File: config.mk
export PLATFORM = sky130hd
export DESIGN_NAME = pc_unit
export DESIGN_NICKNAME = d
export VERILOG_FILES = /design/src/rtl/pc_pkg.sv /design/src/rtl/pc_unit_ras_stack.sv /design/src/rtl/pc_unit.sv
export SDC_FILE = /design/constraint.sdc
export NUM_CORES = 1
export LEC_CHECK = 0
export ABC_AREA = 1
export BUFFER_PORTS_ARGS = -buffer_cell sky130_fd_sc_hd__buf_2
export CORE_MARGIN = 1.5
export CORE_UTILIZATION = 35
export CTS_BUF_LIST = sky130_fd_sc_hd__clkbuf_16
export DETAILED_ROUTE_END_ITERATION = 12
export GPL_ROUTABILITY_DRIVEN = 0
export GPL_TIMING_DRIVEN = 0
export PLACE_DENSITY = 0.63
export SETUP_SLACK_MARGIN = 0.15
export SLEW_MARGIN = 0
export SYNTH_ARGS = -nofsm -noshare
export SYNTH_HDL_FRONTEND = slang
export SYNTH_HIERARCHICAL = 1
export SYNTH_SLANG_ARGS = --single-unit
File: constraint.sdc
create_clock -name clk -period 4.4 [get_ports clk]
set_input_delay 0.88 -clock clk [delete_from_list [all_inputs] [get_ports clk]]
set_output_delay 0.88 -clock clk [all_outputs]
set_load 0.01 [all_outputs]
File: src/rtl/pc_pkg.sv
`default_nettype none
// ============================================================================
//  Module   : pc_pkg
//  Purpose  : Shared types and constants for the program-counter unit:
//             next-PC select encoding, instruction size and the alignment
//             mask applied to redirect and trap targets.
//  Revision : 1.0 - initial release
// ============================================================================
package pc_pkg;

  // Source of the next fetch address.
  typedef enum logic [2:0] {
    PC_SEQ      = 3'd0,
    PC_RAS      = 3'd1,
    PC_REDIRECT = 3'd2,
    PC_TRAP     = 3'd3,
    PC_HOLD     = 3'd4
  } pc_sel_e;

  localparam int         INSTR_BYTES = 4;
  // Low address bits that must be zero for a legal fetch address.
  localparam logic [1:0] ALIGN_MASK  = 2'b11;

  function automatic logic is_misaligned(input logic [1:0] low_bits);
    return |(low_bits & ALIGN_MASK);
  endfunction

endpackage
`default_nettype wire

File: src/rtl/pc_unit_ras_stack.sv
`default_nettype none
// ============================================================================
//  Module   : ras_stack
//  Purpose  : Circular return-address stack. A push beyond RAS_DEPTH
//             overwrites the oldest entry; the count saturates.
//  Ports    : clk, reset (async, active-high)
//             push/pop/clear   - operation requests for this cycle
//             push_data        - address to push
//             top              - most recently pushed entry (comb. read)
//             count            - number of valid entries
//  Revision : 1.0 - initial release
// ============================================================================
module ras_stack
  import pc_pkg::*;
#(
  parameter int XLEN      = 32,
  parameter int RAS_DEPTH = 4
) (
  input  logic                           clk,
  input  logic                           reset,
  input  logic                           push,
  input  logic                           pop,
  input  logic                           clear,
  input  logic [XLEN-1:0]                push_data,
  output logic [XLEN-1:0]                top,
  output logic [$clog2(RAS_DEPTH+1)-1:0] count
);

  localparam int PTR_W = $clog2(RAS_DEPTH);
  localparam int CNT_W = $clog2(RAS_DEPTH + 1);
  localparam logic [CNT_W-1:0] C_FULL = CNT_W'(RAS_DEPTH);

  logic [XLEN-1:0]  mem_q [RAS_DEPTH];
  logic [PTR_W-1:0] ptr_q, ptr_d;      // next free slot; top lives at ptr_q-1
  logic [CNT_W-1:0] count_q, count_d;
  logic [PTR_W-1:0] top_idx, wr_idx;
  logic             wr_en;
  logic             nonempty;

  assign top_idx  = ptr_q - PTR_W'(1);
  assign nonempty = (count_q != '0);

  always_comb begin
    ptr_d   = ptr_q;
    count_d = count_q;
    wr_en   = 1'b0;
    wr_idx  = ptr_q;
    if (clear) begin
      ptr_d   = '0;
      count_d = '0;
    end else if (push && pop && nonempty) begin
      // Return immediately followed by a call: replace the top in place.
      wr_en  = 1'b1;
      wr_idx = top_idx;
    end else if (push) begin
      // Also covers a pop on an empty stack paired with a push: nothing to
      // pop, so the push proceeds normally. Pointer wraps naturally.
      wr_en = 1'b1;
      ptr_d = ptr_q + PTR_W'(1);
      if (count_q != C_FULL) count_d = count_q + CNT_W'(1);
    end else if (pop && nonempty) begin
      ptr_d   = top_idx;
      count_d = count_q - CNT_W'(1);
    end
  end

  always_ff @(posedge clk or posedge reset) begin
    if (reset) begin
      ptr_q   <= '0;
      count_q <= '0;
    end else begin
      ptr_q   <= ptr_d;
      count_q <= count_d;
    end
  end

  // Entry storage is intentionally left unreset.
  always_ff @(posedge clk) begin
    if (wr_en) mem_q[wr_idx] <= push_data;
  end

  assign top   = mem_q[top_idx];
  assign count = count_q;

endmodule
`default_nettype wire

File: src/rtl/pc_unit.sv
`default_nettype none
// ============================================================================
//  Module   : pc_unit
//  Purpose  : Program counter with next-PC priority mux
//             (trap > redirect > stall > return > sequential) and a
//             return-address stack for call/return prediction.
//  Ports    : clk, reset (async, active-high), stall
//             redirect_valid/redirect_target - taken branch or jump
//             trap_valid/trap_vector         - trap entry
//             call_push/ret_pop              - call/return hints
//             pc_current (reg), pc_plus4 (comb), ras_count (reg)
//             redirect_misaligned, ras_underflow - registered 1-cycle pulses
//  Revision : 1.0 - initial release
// ============================================================================
module pc_unit
  import pc_pkg::*;
#(
  parameter int              XLEN         = 32,
  parameter logic [XLEN-1:0] RESET_VECTOR = '0,
  parameter int              RAS_DEPTH    = 4
) (
  input  logic                           clk,
  input  logic                           reset,
  input  logic                           stall,
  input  logic                           redirect_valid,
  input  logic [XLEN-1:0]                redirect_target,
  input  logic                           trap_valid,
  input  logic [XLEN-1:0]                trap_vector,
  input  logic                           call_push,
  input  logic                           ret_pop,
  output logic [XLEN-1:0]                pc_current,
  output logic [XLEN-1:0]                pc_plus4,
  output logic [$clog2(RAS_DEPTH+1)-1:0] ras_count,
  output logic                           redirect_misaligned,
  output logic                           ras_underflow
);

  localparam int CNT_W = $clog2(RAS_DEPTH + 1);

  logic [XLEN-1:0]  pc_q, pc_d;
  logic             misaligned_q, misaligned_d;
  logic             underflow_q, underflow_d;
  pc_sel_e          sel;
  logic             ras_push, ras_pop, ras_clear;
  logic [XLEN-1:0]  ras_top;
  logic [CNT_W-1:0] ras_cnt;

  assign pc_plus4 = pc_q + XLEN'(INSTR_BYTES);

  ras_stack #(
    .XLEN      (XLEN),
    .RAS_DEPTH (RAS_DEPTH)
  ) u_ras (
    .clk       (clk),
    .reset     (reset),
    .push      (ras_push),
    .pop       (ras_pop),
    .clear     (ras_clear),
    .push_data (pc_plus4),
    .top       (ras_top),
    .count     (ras_cnt)
  );

  // Priority decode: choose the next-PC source and the RAS operation.
  always_comb begin
    sel          = PC_SEQ;
    ras_push     = 1'b0;
    ras_pop      = 1'b0;
    ras_clear    = 1'b0;
    misaligned_d = 1'b0;
    underflow_d  = 1'b0;
    if (trap_valid) begin
      sel       = PC_TRAP;
      ras_clear = 1'b1;
    end else if (redirect_valid) begin
      sel          = PC_REDIRECT;
      ras_push     = call_push;
      misaligned_d = is_misaligned(redirect_target[1:0]);
    end else if (stall) begin
      sel = PC_HOLD;
    end else begin
      ras_push = call_push;
      if (ret_pop) begin
        ras_pop = 1'b1;
        if (ras_cnt != '0) begin
          sel = PC_RAS;
        end else begin
          sel         = PC_SEQ;
          underflow_d = 1'b1;
        end
      end
    end
  end

  always_comb begin
    pc_d = pc_plus4;
    case (sel)
      PC_TRAP:     pc_d = {trap_vector[XLEN-1:2], 2'b00};
      PC_REDIRECT: pc_d = {redirect_target[XLEN-1:2], 2'b00};
      PC_HOLD:     pc_d = pc_q;
      PC_RAS:      pc_d = ras_top;
      default:     pc_d = pc_plus4;
    endcase
  end

  always_ff @(posedge clk or posedge reset) begin
    if (reset) begin
      pc_q         <= RESET_VECTOR;
      misaligned_q <= 1'b0;
      underflow_q  <= 1'b0;
    end else begin
      pc_q         <= pc_d;
      misaligned_q <= misaligned_d;
      underflow_q  <= underflow_d;
    end
  end

  assign pc_current          = pc_q;
  assign ras_count           = ras_cnt;
  assign redirect_misaligned = misaligned_q;
  assign ras_underflow       = underflow_q;

endmodule
`default_nettype wire

==> results of run 1 <==
power by group through the flow:
stage / sequential [W] / combinational (W) / clock (W)
2_1_floorplan: 0.00192 / 0.000471 / 0
3_3_place_gp: 0.00193 / 0.000801 / 0
5_1_grt: 0.00191 / 0.000915 / 0.00153
4_1_cts: 0.00190 / 0.000830 / 0.00146
6_report: 0.00190 / 0.000834 / 0.00146
3_5_place_dp: 0.00193 / 0.000824 / 0
metrics by stage:
stage | cells | TNS, ns | setup slack, ns | total power [W] | hold WS [ns]
detailed placement | 1317 | 0 | 0.6357 | 0.002755 | 0.5581
global placement | 1312 | -134.32 | -1.069 | 0.002733 | 0.5519
CTS | 1349 | 0 | 1.068 | 0.004187 | 0.3101
finish | 1349 | 0 | 1.013 | 0.004190 | 0.3176
floorplan | 862 | 0 | 0.5968 | 0.002392 | 0.5501
global route | 1349 | 0 | 0.8595 | 0.004351 | 0.3187
worst max path at each step:
stage | slack [ns] | depth (start not counted) | to | startpoint
floorplan | 0.60 | 8 | u_ras/mem_q[0][0] | trap_valid
global placement | -1.07 | 9 | u_ras/mem_q[0][17] | trap_valid
detailed placement | 0.64 | 10 | u_ras/mem_q[3][16] | trap_valid
CTS | 1.07 | 7 | pc_plus4[12] | pc_current[2]
global route | 0.86 | 10 | u_ras/mem_q[3][24] | trap_valid
finish | 1.01 | 10 | u_ras/mem_q[3][24] | trap_valid
state kept, by name (all words and copies together), names as in the netlist:
name,flops
u_ras/ptr_q,2
ras_underflow,1
redirect_misaligned,1
u_ras/count,3
u_ras/mem_q,128
pc_current,32
cells in the mapped netlist (all sizes together):
library cell / instances
nor3: 1
edfxtp: 128
nand3: 143
nand2: 284
dfrtp: 39
a21oi: 12
nor4: 1
xor2: 6
a22o: 3
a22oi: 40
nand4: 4
clkinv: 1
xnor2: 6
ha: 1
nor2: 83
o21bai: 1
clkbuf: 7
inv: 52
o21ai: 7
nor3b: 6
nand3b: 1
and2: 4
o211ai: 1
buf: 30
fa: 1
cell usage in the layout, fill, tap and decap left out, types with 4 or more instances in the layout:
cell type	instances
nand2_1	274
buf_2	158
nand3_1	140
edfxtp_1	128
nor2_1	67
inv_1	47
a22oi_1	40
dfrtp_1	39
clkbuf_16	17
nor2_4	12
a21oi_1	12
nand2_2	9
buf_4	9
clkbuf_1	7
nor3b_1	6
o21ai_1	6
inv_2	5
inv_6	5
xnor2_1	4
xor2_2	4
and2_1	4
nand4_1	4
clkinv_1	4
final cells by class:
cell class / count / area [um^2]
buffer: 37 / 198.9
timing repair buffer: 142 / 808.3
multi-input combinational: 605 / 2993
clock inverter: 15 / 143.9
fill: 2169 / 12800
tap: 313 / 391.6
clock buffer: 17 / 425.4
sequential: 167 / 4820
inverter: 53 / 200.2
critical path, delay by kind of cell:
kind	cells	cell delay, ns
AND/OR/NAND/NOR	5	1.58
buffers and inverters	4	0.87
AO/OA/AOI/OAI	1	0.16
cells by family (layout without fill, tap and decap cells):
group           count (synthesis)  count (layout)  share of synthesized area
buf+inv                        90             264                    0.04878
xor+xnor                       12              12                    0.01835
flops                         167             167                     0.5891
compound gates                 64              64                    0.05337
fa+ha+maj                       2               2                   0.003976
simple gates                  527             527                     0.2864
layer usage:
layer / up-vias / track usage / share of wire
li1: 3252 / - / -
met1: 3408 / 0.3002 / 0.42
met2: 305 / 0.3556 / 0.47
met3: 46 / 0.05028 / 0.079
met4: 0 / 0.09297 / 0.030
met5: - / 0 / 0
==> impl_metrics.csv, run 1 <==
group,metric,value,unit
power_and_ir_drop,share_comb_of_total_power,0.199,
sta,rsz0062_at_grt,"no",
power_and_ir_drop,swShare,0.3153,
power_and_ir_drop,switchingPower,0.001321,W
setup_path,cp_common_cell,"buf_2",
grt,grt_pass1_vias,6587,
finish,stdcell_area,0.009981,mm^2
setup_path,start_kind,"primary input",
grt,antenna_found_initial,0,
setup_path,rr_endpoint,"u_ras/mem_q[3][24]",
sta,hold_violations,0,
power_and_ir_drop,p_per_area,419.8,mW/mm^2
setup_path,critPathCaptureType,"flop",
route,first_pass_iters,6,
setup_path,cpPeakStageDelay,0.57,ns
outcome,status,"finished clean",
grt,grtUsageTotal,0.2253,
placed_design,io_buffers,137,
clocking,cts_setup_buffers,0,
logic_synthesis,synth.area.top_cells,"edfxtp_1 (47%), nand2_1 (13%), dfrtp_1 (12%)",
floorplan,num_rows,55,
floorplan,coreArea,0.02278,mm^2
setup_path,cp_max_fo,17,
power_and_ir_drop,p_clk_frac,0.347,
power_and_ir_drop,power_leakage,4.192,nW
logic_synthesis,postSynthAreaPerCell,9.491,um^2
sta,skew,0.01758,ns
finish,final_nets,1096,
clocking,cts_tree,"built",
logic_synthesis,yosys.area.top_type,"edfxtp_1",
floorplan,fp.dieH,155.9,um
route,first_iter_violations,619,
route,drtAntennaViolNets,0,
floorplan,die_area,0.02430,mm^2
route,viasPerCell,5.197,
finish,fin_util,0.4382,
finish,area_delta_synth_final,21.99,%
finish,antenna_cells,0,
route,remaining_drc_errors,0,
sta,fin_crit,3.387,ns
sta,finalMaxSlewViolations,0,
setup_path,crit_arrival,3.52,ns
flow_run,maxCapViolations,0,
logic_synthesis,synth_area,0.008182,mm^2
grt,grt-ovfl-total,0,
sta,fmax,295.3,MHz
grt,grt_max_degree,33,
logic_synthesis,synth_nets,935,
logic_synthesis,seq_area_frac_synth,0.5891,
setup_path,crit_slowest_cell,"nor2_4",
clocking,clk_pin_slew_worst_paths,0.06,ns
clocking,clockBufferDepth,2,
setup_path,r2r_cells,7,
floorplan,die_w,155.9,um
clocking,cts_max_level,4,
power_and_ir_drop,ir_worst_vdd,0.2220,mV
grt,grt_pass1_wl,39.54,mm
route,vias,7011,
clocking,cts_root_buffer,"clkbuf_16",
power_and_ir_drop,intPower,0.002869,W
logic_synthesis,synth_warnings,6,
setup_path,path_cells,"buf_2, nor2_1, buf_2, inv_1, nor3_1, nand3_4, nand2_1, o21ai_1, nor2_4, buf_16",
logic_synthesis,netlist.area_leader.share,0.4698,
route,routed_wl,26.68,mm
clocking,ctsResizeCount,0,
setup_path,r2r_slack,2.13,ns
sta,tightest_slew,1.019,ns
sta,setup_viol,0,
setup_path,path_class,"primary input to flop",
sta,relSlewSlack,0.3210,
setup_path,cp_data_required_time,4.53,ns
floorplan,pin_count,140,
floorplan,initial_utilization,0.3592,
placed_design,dpl.hpwl,18.80,mm
hold_path,hold_path_class,"primary input to async pin",
logic_synthesis,yosysUniqueCellTypes,37,
setup_path,r2r-start,"u_ras/ptr_q[1]",
route,avgRoutedWirePerCell,19.78,um
placed_design,place_area,0.009412,mm^2
power_and_ir_drop,seq_power_share,0.453,
logic_synthesis,synthCells,862,
logic_synthesis,ys_ff_latch,167,
clocking,worstSkewPairLatency,0.44,ns
clocking,cts.sinks,167,
clocking,hold_buffers,0,
clocking,cts_buffers,17,
finish,drive_gt1_frac,0.2326,
sta,min_period_over_period,0.7697,
No activity file was read; power rests on OpenSTA's default activity.
==> inputs of run 2 (changes only) <==
--- a/config.mk
+++ b/config.mk
@@ -13,7 +13,7 @@
 export DETAILED_ROUTE_END_ITERATION = 12
 export GPL_ROUTABILITY_DRIVEN = 0
 export GPL_TIMING_DRIVEN = 0
-export PLACE_DENSITY = 0.63
+export PLACE_DENSITY = 0.65
 export SETUP_SLACK_MARGIN = 0.15
 export SLEW_MARGIN = 0
 export SYNTH_ARGS = -nofsm -noshare
==> constraint.sdc (replaced) <==
create_clock -name clk -period 2.9 [get_ports clk]
set_input_delay 0.58 -clock clk [delete_from_list [all_inputs] [get_ports clk]]
set_output_delay 0.58 -clock clk [all_outputs]
set_load 0.01 [all_outputs]
==> run 2 against run 1 <==
Effect of this change: count of clock-buffer cells in the layout did not move; design area rose by 2.1%; total power rose by 56%; first-iteration DRC count rose by 33%; combinational power rose by 56%; utilization rose by 0.93 points; routed wire length fell by 0.33%; largest power group unchanged.
==> impl_metrics.csv, run 2 (same netlist as run 1, synthesis figures left out) <==
group,metric,value,unit
finish,antenna_cells,0,
placed_design,dpl.hpwl,18.76,mm
clocking,cts.sinks,167,
sta,setup_viol,0,
finish,final_nets,1105,
floorplan,pin_count,140,
route,remaining_drc_errors,0,
setup_path,cp_data_required_time,2.32,ns
finish,largest_register,"u_ras/mem_q",
route,viasPerCell,5.183,
finish,multiInputGateArea,0.003055,mm^2
setup_path,cp_max_fo,6,
route,routed_wl,26.59,mm
sta,min_period_over_period,0.9245,
power_and_ir_drop,switchingPower,0.002002,W
sta,hold_violations,0,
route,vias,7038,
clocking,cts_root_buffer,"clkbuf_16",
sta,skew,0.006327,ns
grt,grt_pass1_vias,6741,
power_and_ir_drop,share_comb_of_total_power,0.198,
power_and_ir_drop,ir_worst_vdd,0.4333,mV
sta,rsz0062_at_grt,"yes",
floorplan,initial_utilization,0.3592,
setup_path,r2r_cells,8,
placed_design,place_area,0.009371,mm^2
clocking,clk_pin_slew_worst_paths,0.07,ns
route,first_iter_violations,823,
power_and_ir_drop,p_per_area,642.9,mW/mm^2
finish,final_common_cell,"nand2_1",
setup_path,path_buf_inv,2,
finish,drive_gt1_frac,0.2622,
grt,grt_max_degree,35,
floorplan,fp.dieH,155.9,um
finish,stdcell_area,0.01019,mm^2
setup_path,cp.depth,7,
route,avgRoutedWirePerCell,19.58,um
power_and_ir_drop,power,0.006553,W
floorplan,die_area,0.02430,mm^2
floorplan,coreArea,0.02278,mm^2
finish,area_delta_synth_final,24.59,%
setup_path,crit_slowest_cell,"dfrtp_2",
grt,grt_pass1_wl,40.12,mm
placed_design,io_buffers,137,
power_and_ir_drop,seq_power_share,0.440,
setup_path,cp_top_family,"simple AND/OR/NAND/NOR gates",
setup_path,start_kind,"flop",
flow_run,maxCapViolations,0,
grt,grtUsageTotal,0.2258,
setup_path,critPathCaptureType,"output port",
power_and_ir_drop,intPower,0.004551,W
sta,fin_crit,2.681,ns
setup_path,cp_common_cell,"nor2_4",
hold_path,hold_path_class,"primary input to async pin",
clocking,cts_buffers,17,
power_and_ir_drop,power_leakage,4.262,nW
finish,regArea,0.004833,mm^2
sta,fmax,373.0,MHz
finish,final_cell_mix,"nand2_1 (272), buf_2 (158), nand3_1 (140)",
floorplan,die_w,155.9,um
clocking,clockBufferDepth,2,
grt,antenna_found_initial,0,
sta,relSlewSlack,0.3713,
finish,n_fill_cell,2189,
setup_path,cpPeakStageDelay,0.45,ns
clocking,cts_max_level,4,
route,first_pass_iters,8,
grt,grt-ovfl-total,0,
sta,finalMaxSlewViolations,0,
setup_path,path_class,"flop to output port",
floorplan,num_rows,55,
power_and_ir_drop,swShare,0.3055,
outcome,status,"finished clean",
setup_path,crit_arrival,2.10,ns
finish,largest_reg_flops,128,
power_and_ir_drop,p_clk_frac,0.361,
clocking,worstSkewPairLatency,0.43,ns
sta,tightest_slew,0.9431,ns
setup_path,path_cells,"ha_4, inv_1, nor2_4, nand2_4, nor2_4, xor2_2, buf_2",
route,drtAntennaViolNets,0,
clocking,cts_tree,"built",
[run 2: worst paths after layout]
kind                                          from                   to  slack (ns)
worst max-delay path                 pc_current[3]         pc_plus4[12]        0.22
worst min-delay path                         reset       u_ras/count[1]        0.05
worst max register to register      u_ras/count[1]   u_ras/mem_q[3][12]        0.89
worst min register to register      u_ras/count[1]       u_ras/count[1]        0.57
min in group clk                redirect_target[0]  redirect_misaligned        0.37
max in group asynchronous                    reset        pc_current[9]        1.92
[run 2: timing repair]
| item | 4_1_cts | 5_1_grt |
|---|---|---|
| gates cloned | 1 | 0 |
| endpoints found under the setup margin | 149 | 20 |
| hold buffers | 0 | 0 |
| setup buffers | 9 | 1 |
| gates resized for setup | 8 | 15 |
| hold endpoints to repair | 0 | 0 |
| pin swaps | 5 | 0 |
[run 2: area by class of cell]
| cell class | count | area share |
|---|---|---|
| clock inverter | 15 | 0.01915 |
| multi-input combinational | 606 | 0.2997 |
| inverter | 53 | 0.01964 |
| buffer | 37 | 0.01952 |
| tap | 313 | 0.03842 |
| timing repair buffer | 150 | 0.08764 |
| clock buffer | 17 | 0.04173 |
| sequential | 167 | 0.4742 |
[run 2: worst register-to-register path, delay by kind of cell, from the launching register on]
family,cells,cell delay (ns)
buffers and inverters,1,0.21
flip-flops,1,0.43
AND/OR/NAND/NOR,7,1.07
[run 2: power by group through the flow]
stage / Combinational [W] / Sequential [W] / Clock, W
after global placement: 0.00122 / 0.00293 / 0
after global routing: 0.00142 / 0.00290 / 0.00249
after CTS: 0.00128 / 0.00288 / 0.00239
final: 0.00130 / 0.00289 / 0.00237
after floorplan: 0.000719 / 0.00291 / 0
after detailed placement: 0.00125 / 0.00293 / 0
[run 2: routing by layer]
layer | routed length [um] | GRT usage
met5 | 0 | 0
met4 | 875 | 0.08798
met3 | 2135 | 0.05139
met2 | 12490 | 0.3687
met1 | 11090 | 0.2917
[run 2: stage by stage]
stage	util	setup slack, ns	hold slack, ns	setup TNS (ns)	instances
3_3_place_gp	0.4071	-1.467	0.5012	-161.91	1312
3_5_place_dp	0.4114	-0.7828	0.5095	-75.22	1315
6_report	0.4475	0.2190	0.05139	0	1358
2_1_floorplan	-	-0.1036	0.3585	-9.726	862
5_1_grt	0.4475	0.08535	0.06129	0	1358
4_1_cts	0.4458	0.1531	0.04827	0	1357
